**src/rtl/chunked_serial_adder.sv**
```systemverilog
`default_nettype none
// ============================================================================
// Module      : chunked_serial_adder
// Description : Multi-cycle add/subtract, CHUNK bits per cycle, LSB chunk first,
//               with the inter-chunk carry held in a register.
// Revision    : 1.0
// ============================================================================
module chunked_serial_adder #(
    parameter int WIDTH = 16,
    parameter int CHUNK = 4
) (
    input  logic             clk,
    input  logic             rst,
    input  logic             in_valid,
    output logic             in_ready,
    input  logic [WIDTH-1:0] a,
    input  logic [WIDTH-1:0] b,
    input  logic             cin,
    input  logic             sub,
    output logic             out_valid,
    input  logic             out_ready,
    output logic [WIDTH-1:0] sum,
    output logic             cout,
    output logic             ovf,
    output logic             busy
);

    localparam int N  = WIDTH / CHUNK;
    localparam int KW = (N > 1) ? $clog2(N) : 1;
    localparam logic [KW-1:0] c_last_k = KW'(N - 1);

    generate
        if ((CHUNK < 1) || (CHUNK > WIDTH) || ((WIDTH % CHUNK) != 0)) begin : g_bad_params
            $fatal(1, "chunked_serial_adder: WIDTH must be a multiple of CHUNK and CHUNK <= WIDTH");
        end
    endgenerate

    typedef enum logic [1:0] {
        S_IDLE = 2'd0,
        S_RUN  = 2'd1,
        S_DONE = 2'd2
    } state_t;

    state_t           r_state;
    logic [WIDTH-1:0] r_a;
    logic [WIDTH-1:0] r_b;
    logic [WIDTH-1:0] r_sum;
    logic [KW-1:0]    r_k;
    logic             r_carry;
    logic             r_cout;
    logic             r_ovf;
    logic             r_out_valid;
    logic             r_busy;

    logic [CHUNK-1:0] w_a_chunk;
    logic [CHUNK-1:0] w_b_chunk;
    logic [CHUNK-1:0] w_s;
    logic             w_c;

    // Select the operand chunk for the current index and add it with the stored carry.
    always_comb begin
        w_a_chunk = '0;
        w_b_chunk = '0;
        for (int i = 0; i < N; i++) begin
            if (r_k == KW'(i)) begin
                w_a_chunk = r_a[i*CHUNK +: CHUNK];
                w_b_chunk = r_b[i*CHUNK +: CHUNK];
            end
        end
        {w_c, w_s} = {1'b0, w_a_chunk} + {1'b0, w_b_chunk} + {{CHUNK{1'b0}}, r_carry};
    end

    always_ff @(posedge clk) begin
        if (rst) begin
            r_state     <= S_IDLE;
            r_a         <= '0;
            r_b         <= '0;
            r_sum       <= '0;
            r_k         <= '0;
            r_carry     <= 1'b0;
            r_cout      <= 1'b0;
            r_ovf       <= 1'b0;
            r_out_valid <= 1'b0;
            r_busy      <= 1'b0;
        end else begin
            case (r_state)
                S_IDLE: begin
                    if (in_valid) begin
                        r_a     <= a;
                        r_b     <= b ^ {WIDTH{sub}};
                        r_carry <= cin;
                        r_k     <= '0;
                        r_busy  <= 1'b1;
                        r_state <= S_RUN;
                    end
                end
                S_RUN: begin
                    for (int i = 0; i < N; i++) begin
                        if (r_k == KW'(i)) begin
                            r_sum[i*CHUNK +: CHUNK] <= w_s;
                        end
                    end
                    r_carry <= w_c;
                    if (r_k == c_last_k) begin
                        // The chunk MSB written this cycle is the result MSB.
                        r_k         <= '0;
                        r_cout      <= w_c;
                        r_ovf       <= (r_a[WIDTH-1] == r_b[WIDTH-1]) &&
                                       (w_s[CHUNK-1] != r_a[WIDTH-1]);
                        r_out_valid <= 1'b1;
                        r_state     <= S_DONE;
                    end else begin
                        r_k <= r_k + KW'(1);
                    end
                end
                S_DONE: begin
                    if (out_ready) begin
                        r_out_valid <= 1'b0;
                        r_busy      <= 1'b0;
                        r_state     <= S_IDLE;
                    end
                end
                default: begin
                    r_out_valid <= 1'b0;
                    r_busy      <= 1'b0;
                    r_state     <= S_IDLE;
                end
            endcase
        end
    end

    // in_ready is masked by rst so it reads low during reset and high the cycle it releases.
    assign in_ready  = (r_state == S_IDLE) && !rst;
    assign out_valid = r_out_valid;
    assign busy      = r_busy;
    assign sum       = r_sum;
    assign cout      = r_cout;
    assign ovf       = r_ovf;

endmodule
`default_nettype wire

```
**config.mk**
```make
export PLATFORM = sky130hd
export DESIGN_NAME = chunked_serial_adder
export DESIGN_NICKNAME = d
export VERILOG_FILES = /design/src/rtl/chunked_serial_adder.sv
export SDC_FILE = /design/constraint.sdc
export NUM_CORES = 1
export LEC_CHECK = 0
export ABC_AREA = 1
export CAP_MARGIN = 40
export CORE_UTILIZATION = 35
export DETAILED_ROUTE_END_ITERATION = 6
export GPL_ROUTABILITY_DRIVEN = 0
export PLACE_DENSITY_LB_ADDON = 0.12
export RECOVER_POWER = 25
export SLEW_MARGIN = 15
export SYNTH_ARGS = -nofsm -noshare
export SYNTH_HDL_FRONTEND = slang
export SYNTH_SLANG_ARGS = --single-unit
export TNS_END_PERCENT = 5
```
**constraint.sdc**
```tcl
create_clock -name clk -period 3.8 [get_ports clk]
set_input_delay 0.38 -clock clk [delete_from_list [all_inputs] [get_ports clk]]
set_output_delay 0.38 -clock clk [all_outputs]
set_load 0.1 [all_outputs]
```
==> out/metrics.cfg <==
[floorplan]
rows=31
start_util_pct=36.9
core-area_um2=7370
die_area_um2=8130
design.portCount=59
die_x_um=90.2
fp.dieH_um=90.2

[timing]
final-hold-violation-count=0
period_minus_slack_ps=2880
drv_slew=0
fin_tns_setup_ps=0
rsz0062_at_grt=false
max_freq_mhz=347
hold_ws_ps=451
relSlewSlack_pct=21.2
post-route-period-util_pct=75.8
tightest_slew_ps=1190
setup_viol=0
fin_skew_ps=8.38

[detailed_routing]
antenna_left=0
via_count=2483
drt_wl_total_mm=6.71
dr.pass1.iters=4
routed_via_density=4.70
drt_iter0_markers=128
wl_per_cell_um=12.7
post-route-drc-count=0

[synth]
synth-simple-area-share_pct=16.5
synth_cells=348
synth_compound_area_share_pct=22.2
synth_top_family_by_area=compound AO/OA/AOI/OAI gates
synth_top_area_share_pct=41.9
synth_area_um2=2720
yosysSeqAreaShare_pct=41.9
synth_seq_cells=57
yosysTopAreaCell=dfxtp_1
synthTopCellsByArea=dfxtp_1 (42%), o21ai_0 (9.2%), nor2_1 (7.9%)
synth-xor-area-share_pct=5.47
synth_mux_area_share_pct=0
synth_nets=395
ys_warn_count=0
syn_area_per_cell_um2=7.82
synth_fa_ha_area_share_pct=4.69
ys_types=31

[clock_tree]
clock_latency_ps=350
htreeDepth=3
cts_setup_buffers=0
cts_resized=0
root_buffer=clkbuf_8
cts_buffers=9
clkTransAtPathRegs_ps=60
clock_sinks=57
cts.hold.buffers_added=0
cts_buffer_depth=2
cts_tree=built

[outcome]
status=finished, final reports clean

[power_and_ir_drop]
ir_worst_vdd_v=0.000310
p_leak_nw=1.50
total_power_mw=1.56
p_per_area_nw_per_um2=425

[grt]
grt_use_total_pct=18.1
grt_pass1_vias=2306
grt.overflow.total=0
grt_max_degree=27
grt_pass1_wl_mm=11.4
antenna_found_initial=0

[place]
placed_cell_area_um2=3650
dp_cells=511
port_buffers=58
hpwl_mm=4.98

[worst_setup_path]
cp.required_ps=4070
crit_type=reg -> reg
critPathLaunchType=register
end_kind=register
path_max_fanout=22
crit_arrival_ps=3150

[final_layout]
finalInstanceArea_um2=3680
antenna_cells=0
drive_above_1_share_pct=8.86
fin_cells=528
synthToLayoutAreaGrowth_pct=35.4
final_nets=471

[min_path]
hp-class=reg -> reg

[run]
maxCapViolCount=0

-- state kept, by name, indices dropped and copies added (netlist names) --
signal / count
r_carry: 1
r_k: 2
busy: 1
r_a: 16
r_b: 16
sum: 16
r_state: 2
cout: 1
ovf: 1
out_valid: 1
-- worst paths after layout --
kind,start,to,slack (ps),depth (start not counted)
worst max-delay path,r_state[1],r_carry,920,6
worst min-delay path,r_b[0],r_b[0],450,2
worst max register to register,r_state[1],r_carry,920,6
worst min register to register,r_b[0],r_b[0],450,2
-- Yosys cell counts, drive strengths merged --
master	number
a211oi	3
a21oi	40
a22oi	1
a31oi	1
buf	10
clkbuf	7
clkinv	1
dfxtp	57
fa	2
ha	7
inv	37
nand2	26
nand3	12
nand3b	1
nor2	62
o211ai	8
o21a	1
o21ai	50
o21bai	1
o22ai	3
o31ai	1
xnor2	2
xor2	15
-- area by class of cell --
cell class              count  area, µm²
flip-flops and latches     57       1140
multi-input cells         236       1290
repair buffers             82        805
well taps                  99        124
inverters                  38        146
clock inverters             3       15.0
clock buffers              13        159
fillers                   751       3680
-- cells in the final DEF, fill, tap and decap left out --
cell	netlist	routed
dlygate4sd3_1	0	1
a22oi_1	1	1
xnor2_1	2	2
clkbuf_8	0	11
nand3_1	11	12
nor2_4	4	3
o22ai_1	3	3
clkdlybuf4s50_1	0	56
ha_1	7	7
fa_1	2	2
buf_8	0	9
o21bai_1	1	1
buf_4	3	4
a21oi_1	40	40
o21a_1	1	1
inv_2	5	3
a31oi_1	1	1
o211ai_1	8	8
buf_16	0	1
clkinvlp_2	0	1
o31ai_1	1	1
nand3b_1	1	1
a211oi_2	3	2
dfxtp_1	57	57
xor2_1	15	15
nand2_1	26	26
clkinv_1	1	2
a211oi_1	0	1
inv_4	2	1
o21ai_0	50	50
clkbuf_1	6	13
nor2_1	57	59
inv_1	30	31
clkinv_2	0	3
-- cell families after synthesis --
logic type,Yosys count
and+or+nand+nor,101
buffers and inverters,55
DFF,57
AOI/OAI and AO/OA,109
adders and majority gates,9
xor gates and xnor gates,17
-- routing by layer --
metal  global-route usage [%]  up-vias  part of all wire [%]
li1                         -     1295                     -
met1                     24.4     1114                    50
met2                     26.8       66                    43
met3                     5.33        8                   5.4
met4                     7.66        0                   1.6
met5                        0        -                     0
-- through the flow --
step                      worst slack [ps]  util, %
after floorplan                       1300        -
after global placement                1150     45.3
after detailed placement              1060     49.6
after CTS                             1040     52.0
after global routing                   593     50.0
final                                  919     50.0
-- critical path: stages (launching register included) --
cell	delay, ps
dfxtp_1	420
clkinv_1	110
nand3_1	610
clkinvlp_2	960
nor2_1	450
nand2_1	90
a31oi_1	160
-- power breakdown --
| part | internal [mW] | switching, mW | leakage (nW) |
|---|---|---|---|
| Sequential | 0.641 | 0.0233 | 0.469 |
| Clock | 0.269 | 0.237 | 0.0932 |
| Combinational | 0.148 | 0.247 | 0.937 |
No activity file was read; power rests on OpenSTA's default activity.
